**src/rtl/yutorina_if_stage_pkg.sv**
```systemverilog
// Shared Yutorina CPU definitions used by the instruction fetch stage.
package yutorina_if_stage_pkg;

  localparam int YUTORINA_PC_W       = 30;
  localparam int YUTORINA_SPM_ADDR_W = 12;
  localparam int YUTORINA_WORD_W     = 32;

  typedef logic [YUTORINA_PC_W-1:0]       YutorinaPcBus;
  typedef logic [YUTORINA_WORD_W-1:0]     YutorinaWordDataBus;
  typedef logic [YUTORINA_SPM_ADDR_W-1:0] YutorinaSpmAddressBus;

  localparam YutorinaPcBus YUTORINA_RESET_VECTOR = '0;

  localparam logic YUTORINA_ENABLE_  = 1'b0;
  localparam logic YUTORINA_DISABLE_ = 1'b1;
  localparam logic YUTORINA_READ     = 1'b1;
  localparam logic YUTORINA_WRITE    = 1'b0;

endpackage

```
**src/rtl/yutorina_if_reg.sv**
```systemverilog
// IF/ID pipeline register: if_pc / if_en with reset > flush > stall priority.
module yutorina_if_reg #(
  parameter int PC_W = 30
) (
  input  logic            clock,
  input  logic            reset,
  input  logic            stall,
  input  logic            flush,
  input  logic [PC_W-1:0] new_pc,
  input  logic [PC_W-1:0] pc,
  output logic [PC_W-1:0] if_pc,
  output logic            if_en
);

  always_ff @(posedge clock) begin
    if (reset) begin
      if_pc <= '0;
      if_en <= 1'b0;
    end else if (flush) begin
      // redirect overwrites whatever was in flight
      if_pc <= new_pc;
      if_en <= 1'b1;
    end else if (!stall) begin
      if_pc <= pc;
      if_en <= 1'b1;
    end
  end

endmodule

```
**src/rtl/yutorina_if_stage.sv**
```systemverilog
// Yutorina instruction fetch stage: PC, SPM port A driver, IF/ID outputs.
// Optional retired-fetch counter enabled by YUTORINA_IF_FETCH_COUNTER_EN.
module yutorina_if_stage
  import yutorina_if_stage_pkg::*;
#(
  parameter int              PC_W         = YUTORINA_PC_W,
  parameter int              SPM_ADDR_W   = YUTORINA_SPM_ADDR_W,
  parameter logic [PC_W-1:0] RESET_VECTOR = YUTORINA_RESET_VECTOR
) (
  input  logic                  clock,
  input  logic                  reset,
  input  logic                  stall,
  input  logic                  flush,
  input  logic [PC_W-1:0]       new_pc,
  output logic [SPM_ADDR_W-1:0] spm_address,
  output logic                  spm_address_strobe_,
  output logic                  spm_read_write,
  output logic [31:0]           spm_write_data,
  input  logic [31:0]           spm_read_data,
  output logic [PC_W-1:0]       if_pc,
  output logic [31:0]           if_insn,
  output logic                  if_en,
  output logic [31:0]           fetch_count
);

  logic [PC_W-1:0] pc;

  always_ff @(posedge clock) begin
    if (reset)       pc <= RESET_VECTOR;
    else if (flush)  pc <= new_pc + PC_W'(1);
    else if (!stall) pc <= pc + PC_W'(1);
  end

  yutorina_if_reg #(.PC_W(PC_W)) u_if_reg (
    .clock  (clock),
    .reset  (reset),
    .stall  (stall),
    .flush  (flush),
    .new_pc (new_pc),
    .pc     (pc),
    .if_pc  (if_pc),
    .if_en  (if_en)
  );

  // On stall the held instruction is re-read so if_insn stays stable.
  always_comb begin
    spm_address = pc[SPM_ADDR_W-1:0];
    if (flush)      spm_address = new_pc[SPM_ADDR_W-1:0];
    else if (stall) spm_address = if_pc[SPM_ADDR_W-1:0];
  end

  assign spm_address_strobe_ = reset ? YUTORINA_DISABLE_ : YUTORINA_ENABLE_;
  assign spm_read_write      = YUTORINA_READ;
  assign spm_write_data      = '0;
  assign if_insn             = spm_read_data;

`ifdef YUTORINA_IF_FETCH_COUNTER_EN
  logic [31:0] fetch_count_q;

  always_ff @(posedge clock) begin
    if (reset)                        fetch_count_q <= '0;
    else if (if_en && !stall && !flush) fetch_count_q <= fetch_count_q + 32'd1;
  end

  assign fetch_count = fetch_count_q;
`else
  assign fetch_count = '0;
`endif

endmodule

```
**config.mk**
```make
export PLATFORM = sky130hd
export DESIGN_NAME = yutorina_if_stage
export DESIGN_NICKNAME = d
export VERILOG_FILES = /design/src/rtl/yutorina_if_stage_pkg.sv /design/src/rtl/yutorina_if_reg.sv /design/src/rtl/yutorina_if_stage.sv
export SDC_FILE = /design/constraint.sdc
export NUM_CORES = 1
export LEC_CHECK = 0
export BUFFER_PORTS_ARGS = -buffer_cell sky130_fd_sc_hd__buf_2
export CELL_PAD_IN_SITES_DETAIL_PLACEMENT = 0
export CELL_PAD_IN_SITES_GLOBAL_PLACEMENT = 1
export CORE_MARGIN = 1.5
export CORE_UTILIZATION = 35
export DETAILED_ROUTE_END_ITERATION = 8
export PLACE_DENSITY = 0.91
export SLEW_MARGIN = 20
export SYNTH_ARGS = -nofsm -noshare
export SYNTH_HDL_FRONTEND = slang
export SYNTH_SLANG_ARGS = --single-unit
```
**constraint.sdc**
```tcl
create_clock -name clock -period 5.2 [get_ports clock]
set_clock_uncertainty 0.05 [all_clocks]
set_input_delay 0.26 -clock clock [delete_from_list [all_inputs] [get_ports clock]]
set_output_delay 0.26 -clock clock [all_outputs]
set_load 0.02 [all_outputs]
```
# Yosys cells after proc, flatten, opt, wreduce, memory -nomap -nowiden

Index checks and enable logic that the tools add are counted.

Register bits: 61
Latch bits: 0
Memory bits (writable): 0
Memory bits (read-only): 0
Bits of input ports: 66
Output and inout port bits: 141
Word-level logic and storage cells: 15
Memories kept: 0

Add/sub/neg operators: 2
Multipliers: 0
Div/mod/pow operators: 0
$lt $le $gt $ge: 0
Equality and inequality tests: 1
Shift operators: 0
Multiplexer cells: 9
Bitwise operators: 0
Reduce and logical (&&, ||, !) cells: 0

Operators by type and width:

| kind                    | count |
|---|---|
| $mux W30                | 4 |
| $add A30 B1 Y30 const B | 2 |
| $mux W12                | 2 |
| $mux W1                 | 3 |
| $ne A2 B1 Y1 const B    | 1 |

# Longest topological paths before layout

Gate-level depths: netlist of run 1.

Depth in word-level cells: 3
Depth in mapped cells: 14
Depth with buffers taken out: 9

# By module

From an unflattened synthesis of run 1, not the netlist that was laid out.

Cells, all modules: 574
Area total of the unflattened synthesis: 4770.8 um^2

By module, submodules not included:

| module            | times used | cells each | area each (um^2) |
|---|---|---|---|
| yutorina_if_stage | 1          | 437        | 3319.4 |
| yutorina_if_reg   | 1          | 137        | 1451.4 |

# Worst setup path after synthesis of run 1

OpenSTA, ideal clock, no wires.

Kind: input-to-reg
Start: input flush
End: register pc[20]
Library setup time: 0.086 ns
Arrival time: 3.083 ns
Data required time: 5.064 ns
Setup slack: 1.982 ns
Cell stages on the path: 12
Path buffers: 4
Cells stage by stage: clkbuf_1 clkbuf_1 clkbuf_1 clkbuf_1 mux2_2 ha_1 inv_1 a221oi_1 nand4_1 or3_1 and3_1 a211oi_1

Longest elaborated chain between the ends: 1
Elaborated cells between the ends (all ways): 2

Ends and longest elaborated chain:

| item                                                      | line                    | RTL |
|---|---|---|
| start: declaration                                        | yutorina_if_stage.sv:13 | `input logic flush,` |
| $ne A2 B1 Y1 (no line) / $mux W30 (equally long branches) | -                       |  |
| end signal: assignment                                    | yutorina_if_stage.sv:30 | `else if (flush) pc <= new_pc + PC_W'(1);` |
| end signal: assignment                                    | yutorina_if_stage.sv:31 | `else if (!stall) pc <= pc + PC_W'(1);` |
| end: declaration                                          | yutorina_if_stage.sv:26 | `logic [PC_W-1:0] pc;` |

Several ways; a longest one is shown, not always the timed one.
A chain may end at the register's enable or synchronous reset.

# Worst setup path after layout of run 1

Start: input flush
End: register pc[23]

The elaborated chain is that of the path after synthesis.

==> impl_metrics.tcl, run 1 <==
set metrics [dict create \
    outcome "completed" \
    core_area_um2 12100 \
    cts_setup_buffers 0 \
    yosysWarnings 0 \
    fmax_mhz 313 \
    diodes 0 \
    first_pass_iters 5 \
    final_nets 664 \
    row_count 40 \
    wirelength_um 10800 \
    synth_xor_area_share_pct 8.37 \
    worstHoldEndpoint "u_if_reg.if_pc[29]" \
    htreeDepth 3 \
    synth-compound-area-share_pct 13.7 \
    vias_per_cell 4.93 \
    route.vias.total 3792 \
    worstSetupPathType "input pin to flop" \
    synth-adder-area-share_pct 0.285 \
    postSynthAreaPerCell_um2 7.70 \
    worstHoldPathCells 3 \
    ant_nets 0 \
    cts_hold_buffers 0 \
    synth_async_sr_flop_share_pct 0 \
    ios 207 \
    syn_to_final_growth_pct 6.06 \
    ff2ff_path_depth 6 \
    p_leak_uw 0.00196 \
    drtIter0Drc 199 \
    crit_required_ns 5.33 \
    critical_path_arrival_ns 3.33 \
    dp_hpwl_um 7670 \
    place_ws_ns 1.69 \
    slew_headroom_pct 46.1 \
    synth_seq_cells 61 \
    fin_crit_ns 3.20 \
    grt_pass1_vias 3530 \
    start_util_pct 36.3 \
    cts_root_buffer "clkbuf_16" \
    synth_edf_count 0 \
    die_x_um 115 \
    fillers 1294 \
    reg2reg_to "pc[23]" \
    grt.total_usage_pct 16.4 \
    grt_antenna_before_repair 0 \
    clk_pin_slew_ns 0.05 \
    r2r-start "pc[2]" \
    cp-end-kind "flop" \
    ir_worst_vdd_mv 0.153 \
    rsz0062_at_grt "no" \
    synthSimpleGateAreaFrac_pct 22.7 \
    cts_sinks 61 \
    final.setup.tns_ns 0 \
    drc_errors 0 \
    ys_seq_area_share_pct 27.8 \
    postSynthCellCount 571 \
    layout_common_cells "76 x buf_2, 65 x conb_1, 62 x nor2_1" \
    synthFlopType "dfxtp_1" \
    fin_crit_sh_pct 61.5 \
    routabilityCongestion 0.844 \
    cts_tree "yes" \
    holdWs_ns 0.153 \
    die_h_um 115 \
    wl_per_cell_um 14.0 \
    hold_viol_final 0 \
    grt.overflow.total 0 \
    powerDensity_nw_per_um2 284 \
    reg2reg_slack_ns 2.28 \
    die-area_um2 13200 \
    timing.final.ws_setup_ns 2.00 \
    insertion_delay_ns 0.33 \
    clockBufferDepth 2 \
    hp-class "input pin to flop" \
    layout-drive-gt1-share_pct 16.6 \
    post_cts_resized 0 \
    maxCapViolations 0 \
    synth_mux_area_share_pct 6.92 \
    grt_max_degree 73 \
    worstMarginPinSlew_ns 0.808 \
    io_buffers 77 \
    synth_top_family_by_area "simple AND/OR/NAND/NOR gates" \
    setup_viol 0 \
    synth_area_um2 4400 \
    synth_cell_types 46 \
    total_power_uw 1320 \
    grt_pass1_wl_um 17400 \
    slew_viol_final 0 \
    path_max_fanout 72 \
    start_kind "input pin" \
    layout_commonest_cell "buf_2" \
    hp-start "new_pc[29]" \
    cts_buffers 9 \
]
cell usage after synthesis, types with 2 or more instances:
| library cell | n | area [um^2] |
|---|---|---|
| buf_4 | 99 | 743 |
| nor2_1 | 62 | 233 |
| dfxtp_1 | 61 | 1220 |
| nand2_1 | 47 | 176 |
| xnor2_1 | 31 | 272 |
| mux2i_1 | 27 | 270 |
| a21oi_1 | 24 | 120 |
| clkbuf_1 | 24 | 90.1 |
| o21ai_0 | 24 | 120 |
| nand3_1 | 20 | 100 |
| nor3_1 | 16 | 80.1 |
| a211oi_1 | 13 | 97.6 |
| nor2b_1 | 12 | 75.1 |
| nand4_1 | 11 | 68.8 |
| o22ai_1 | 11 | 68.8 |
| xor2_1 | 11 | 96.3 |
| nand3b_1 | 9 | 67.6 |
| a22oi_1 | 6 | 45.0 |
| inv_1 | 6 | 22.5 |
| nand2b_1 | 5 | 31.3 |
| and2_1 | 4 | 25.0 |
| and3_1 | 4 | 25.0 |
| buf_1 | 4 | 15.0 |
| nand4b_1 | 4 | 35.0 |
| or3_1 | 4 | 25.0 |
| a311oi_1 | 3 | 26.3 |
| mux2_2 | 3 | 33.8 |
| nor4_1 | 3 | 18.8 |
| a21o_1 | 2 | 15.0 |
| a221oi_1 | 2 | 17.5 |
| buf_2 | 2 | 10.0 |
| conb_1 | 2 | 7.51 |
| o21a_1 | 2 | 15.0 |
worst max path at each step:
stage | from | endpoint | slack, ns | cells after the start
6_report | flush | pc[23] | 2.00 | 8
2_1_floorplan | flush | pc[20] | 1.98 | 12
3_5_place_dp | flush | pc[23] | 1.69 | 8
5_1_grt | flush | pc[23] | 1.65 | 8
3_3_place_gp | flush | pc[23] | 1.82 | 8
4_1_cts | flush | pc[23] | 2.02 | 8
state kept, by name, indices dropped and copies added, names as in the netlist:
signal,flops
u_if_reg.if_pc,30
pc,30
u_if_reg.if_en,1
kinds of logic (layout without fill, tap and decap cells):
kind of cell / after synthesis / in the layout
XOR/XNOR: 42 / 42
buffers and inverters: 135 / 102
AO/OA/AOI/OAI: 96 / 96
AND/OR/NAND/NOR: 204 / 204
multiplexers: 30 / 30
other: 2 / 65
adder cells (fa/ha/maj): 1 / 1
flip-flops: 61 / 61
routing by layer:
layer | track usage, % | part of all wire [%]
met4 | 9.22 | 2.5
met1 | 20.4 | 43
met3 | 3.85 | 7.7
met5 | 0 | 0
met2 | 26.1 | 47
worst max-delay path: stages:
cell,delay (ns)
buf_4,0.30
buf_4,0.37
nand3b_1,0.22
a222oi_1,0.75
nand4_1,0.61
o31a_1,0.46
nor3_1,0.24
a211oi_2,0.09
per-stage QoR:
step / cell area [um^2] / std cells / util [%]
after floorplan: 4630 / 634 / -
after global placement: 4400 / 754 / 36.3
after detailed placement: 4400 / 754 / 36.3
after global routing: 4660 / 769 / 38.5
final: 4660 / 769 / 38.5
after CTS: 4660 / 769 / 38.5
cell type report:
cell class	count	area [um^2]	share of cell area (%)
clock buffer	13	250	5.37
clock inverter	2	10.0	0.215
inverter	6	22.5	0.483
multi-input combinational	438	2530	54.3
sequential	61	1220	26.2
tap	168	210	4.51
timing repair buffer	81	418	8.96
power by group:
| group | switching [uW] | leakage, uW | internal (uW) | total, uW |
|---|---|---|---|---|
| logic | 177 | 0.00132 | 83.0 | 260 |
| clock network | 207 | 0.000129 | 331 | 538 |
| registers | 27.0 | 0.000505 | 500 | 527 |
No activity file was read; power rests on OpenSTA's default activity.
==> inputs of run 2 (changes only) <==
- ABC_AREA: unset -> 1
- CORE_UTILIZATION: 35 -> 28
- PLACE_DENSITY: 0.91 -> 0.83
- clock period: 5.2 -> 2.8 ns (I/O delays scaled with it)
==> impl_metrics.tcl, run 2 <==
set metrics [dict create \
    p_leak_uw 0.00234 \
    clockBufferDepth 2 \
    syn_to_final_growth_pct 7.00 \
    hold_viol_final 0 \
    synthFlopType "dfxtp_1" \
    layout_common_cells "204 x nand2_1, 77 x buf_2, 72 x nor2_1" \
    slew_headroom_pct 36.4 \
    core_area_um2 14500 \
    grt_max_degree 61 \
    slew_viol_final 0 \
    synth_area_leaders "dfxtp_1 29%, nand2_1 18%, buf_4 18%" \
    cts_setup_buffers 0 \
    reg_top3 "pc x30, u_if_reg.if_pc x30, u_if_reg.if_en x1" \
    maxCapViolations 0 \
    place_ws_ns 0.572 \
    p_seq_share_pct 38.8 \
    drc_errors 0 \
    worstMarginPinSlew_ns 0.952 \
    fillers 1675 \
    route.vias.total 3731 \
    postSynthCellCount 659 \
    wl_per_cell_um 12.4 \
    r2r-start "pc[0]" \
    worstHoldEndpoint "pc[18]" \
    yosysWarnings 0 \
    cts_sinks 61 \
    post_dp_cell_area_um2 4210 \
    die_x_um 125 \
    final_nets 761 \
    cts_hold_buffers 0 \
    cts_buffers 9 \
    synth_common_cells "204 x nand2_1, 100 x buf_4, 72 x nor2_1" \
    fmax_mhz 472 \
    ys_seq_area_share_pct 29.2 \
    ant_nets 0 \
    die-area_um2 15700 \
    layout_commonest_cell "nand2_1" \
    crit_chain "buf_2, inv_2, nand2_2, inv_2, o21ai_0, buf_2" \
    ios 207 \
    outcome "completed" \
    cts_root_buffer "clkbuf_16" \
    reg2reg_to "pc[20]" \
    switchingPower_uw 770 \
    htreeDepth 3 \
    place_inst 867 \
    io_buffers 77 \
    synth_area_um2 4180 \
    grt.overflow.total 0 \
    reg2reg_slack_ns 0.88 \
    vias_per_cell 4.23 \
    rsz0062_at_grt "no" \
    synth_largest_area_cell "dfxtp_1" \
    grt_pass1_vias 3402 \
    setup_viol 0 \
    fin_crit_ns 2.12 \
    grt_pass1_wl_um 17600 \
    layout-drive-gt1-share_pct 19.5 \
    ff2ff_path_depth 10 \
    synth_top_area_share_pct 29.2 \
    hp-class "input pin to flop" \
    combPwrFrac_pct 20.3 \
    postSynthAreaPerCell_um2 6.35 \
    path_delay_family "buffers and inverters" \
    worstSetupPathType "input pin to output port" \
    stdcell_count 881 \
    path_buf_inv 4 \
    worstHoldPathCells 4 \
    row_count 44 \
    p_clk_share_pct 40.9 \
    hp-start "new_pc[18]" \
    powerDensity_nw_per_um2 552 \
    post_cts_resized 0 \
    synth_seq_cells 61 \
    routabilityCongestion 0.844 \
    die_h_um 125 \
    crit_required_ns 2.61 \
    final.setup.tns_ns 0 \
    drtIter0Drc 256 \
    cts_tree "yes" \
    fin_crit_sh_pct 75.6 \
    yosysMostFrequentCell "nand2_1" \
    utilization_pct 30.8 \
    path_max_fanout 58 \
    grt_antenna_before_repair 0 \
    synth_edf_count 0 \
    fin_area_um2 4470 \
    start_kind "input pin" \
    cp-end-kind "output port" \
    swShare_pct 31.2 \
    grt.total_usage_pct 14.0 \
    start_util_pct 28.8 \
    first_pass_iters 5 \
    dp_hpwl_um 8080 \
    synth_async_sr_flop_share_pct 0 \
    insertion_delay_ns 0.33 \
    clk_pin_slew_ns 0.05 \
    critical-path-max-stage-delay_ns 0.70 \
    wirelength_um 10900 \
    synth_cell_types 30 \
    diodes 0 \
    internal_power_uw 1700 \
    ir_worst_vdd_mv 0.198 \
    critical_path_arrival_ns 1.93 \
    slowest_stage "inv_2" \
    timing.final.ws_setup_ns 0.683 \
]
==> run 2: cell type report <==
class	instances	area, um^2	share of cell area [%]
inverter	55	206	4.61
timing repair buffer	83	430	9.62
tap	184	230	5.15
sequential	61	1220	27.3
multi-input combinational	484	2120	47.4
clock inverter	2	10.0	0.224
clock buffer	12	256	5.73
==> run 2: tightest hold or removal path: stages <==
cell	delay (ns)
buf_2	0.08
nand2_1	0.06
nand2_2	0.10
a21oi_1	0.06
==> run 2: worst max-delay path by stage <==
stage,from,end,depth (start not counted)
floorplan,pc[0],pc[28],12
global placement,flush,pc[20],12
detailed placement,flush,pc[12],6
CTS,flush,spm_address[4],6
global route,flush,spm_address[2],6
finish,flush,spm_address[7],6
==> run 2: kinds of logic (layout without fill, tap and decap cells) <==
logic type | count (synthesis) | in the layout | synth area share, %
buf+inv | 177 | 152 | 25.8
other cells | 2 | 65 | 0.180
simple gates | 345 | 345 | 35.5
flops | 61 | 61 | 29.2
fa+ha+maj | 1 | 1 | 0.299
compound gates | 73 | 73 | 9.07
==> run 2: power groups by stage <==
| stage | combinational [uW] | clock, uW | sequential (uW) |
|---|---|---|---|
| global placement | 503 | 0 | 976 |
| CTS | 505 | 1040 | 959 |
| global route | 559 | 1090 | 966 |
| detailed placement | 503 | 0 | 976 |
| finish | 501 | 1010 | 959 |
| floorplan | 471 | 0 | 1010 |
==> run 2: stage by stage <==
| stage | power [uW] | hold slack (ns) |
|---|---|---|
| finish | 2470 | 0.110 |
| global route | 2620 | 0.133 |
| CTS | 2510 | 0.105 |
| detailed placement | 1480 | 0.230 |
| global placement | 1480 | 0.230 |
| floorplan | 1480 | 0.318 |
==> run 2: layer usage <==
metal  track usage (%)  routed length [um]  up-vias
li1                  -                   -     1941
met1              19.0                5150     1665
met2              21.9                4960      111
met3              3.42                 631       14
met4              4.34                 136        0
met5                 0                   0        -
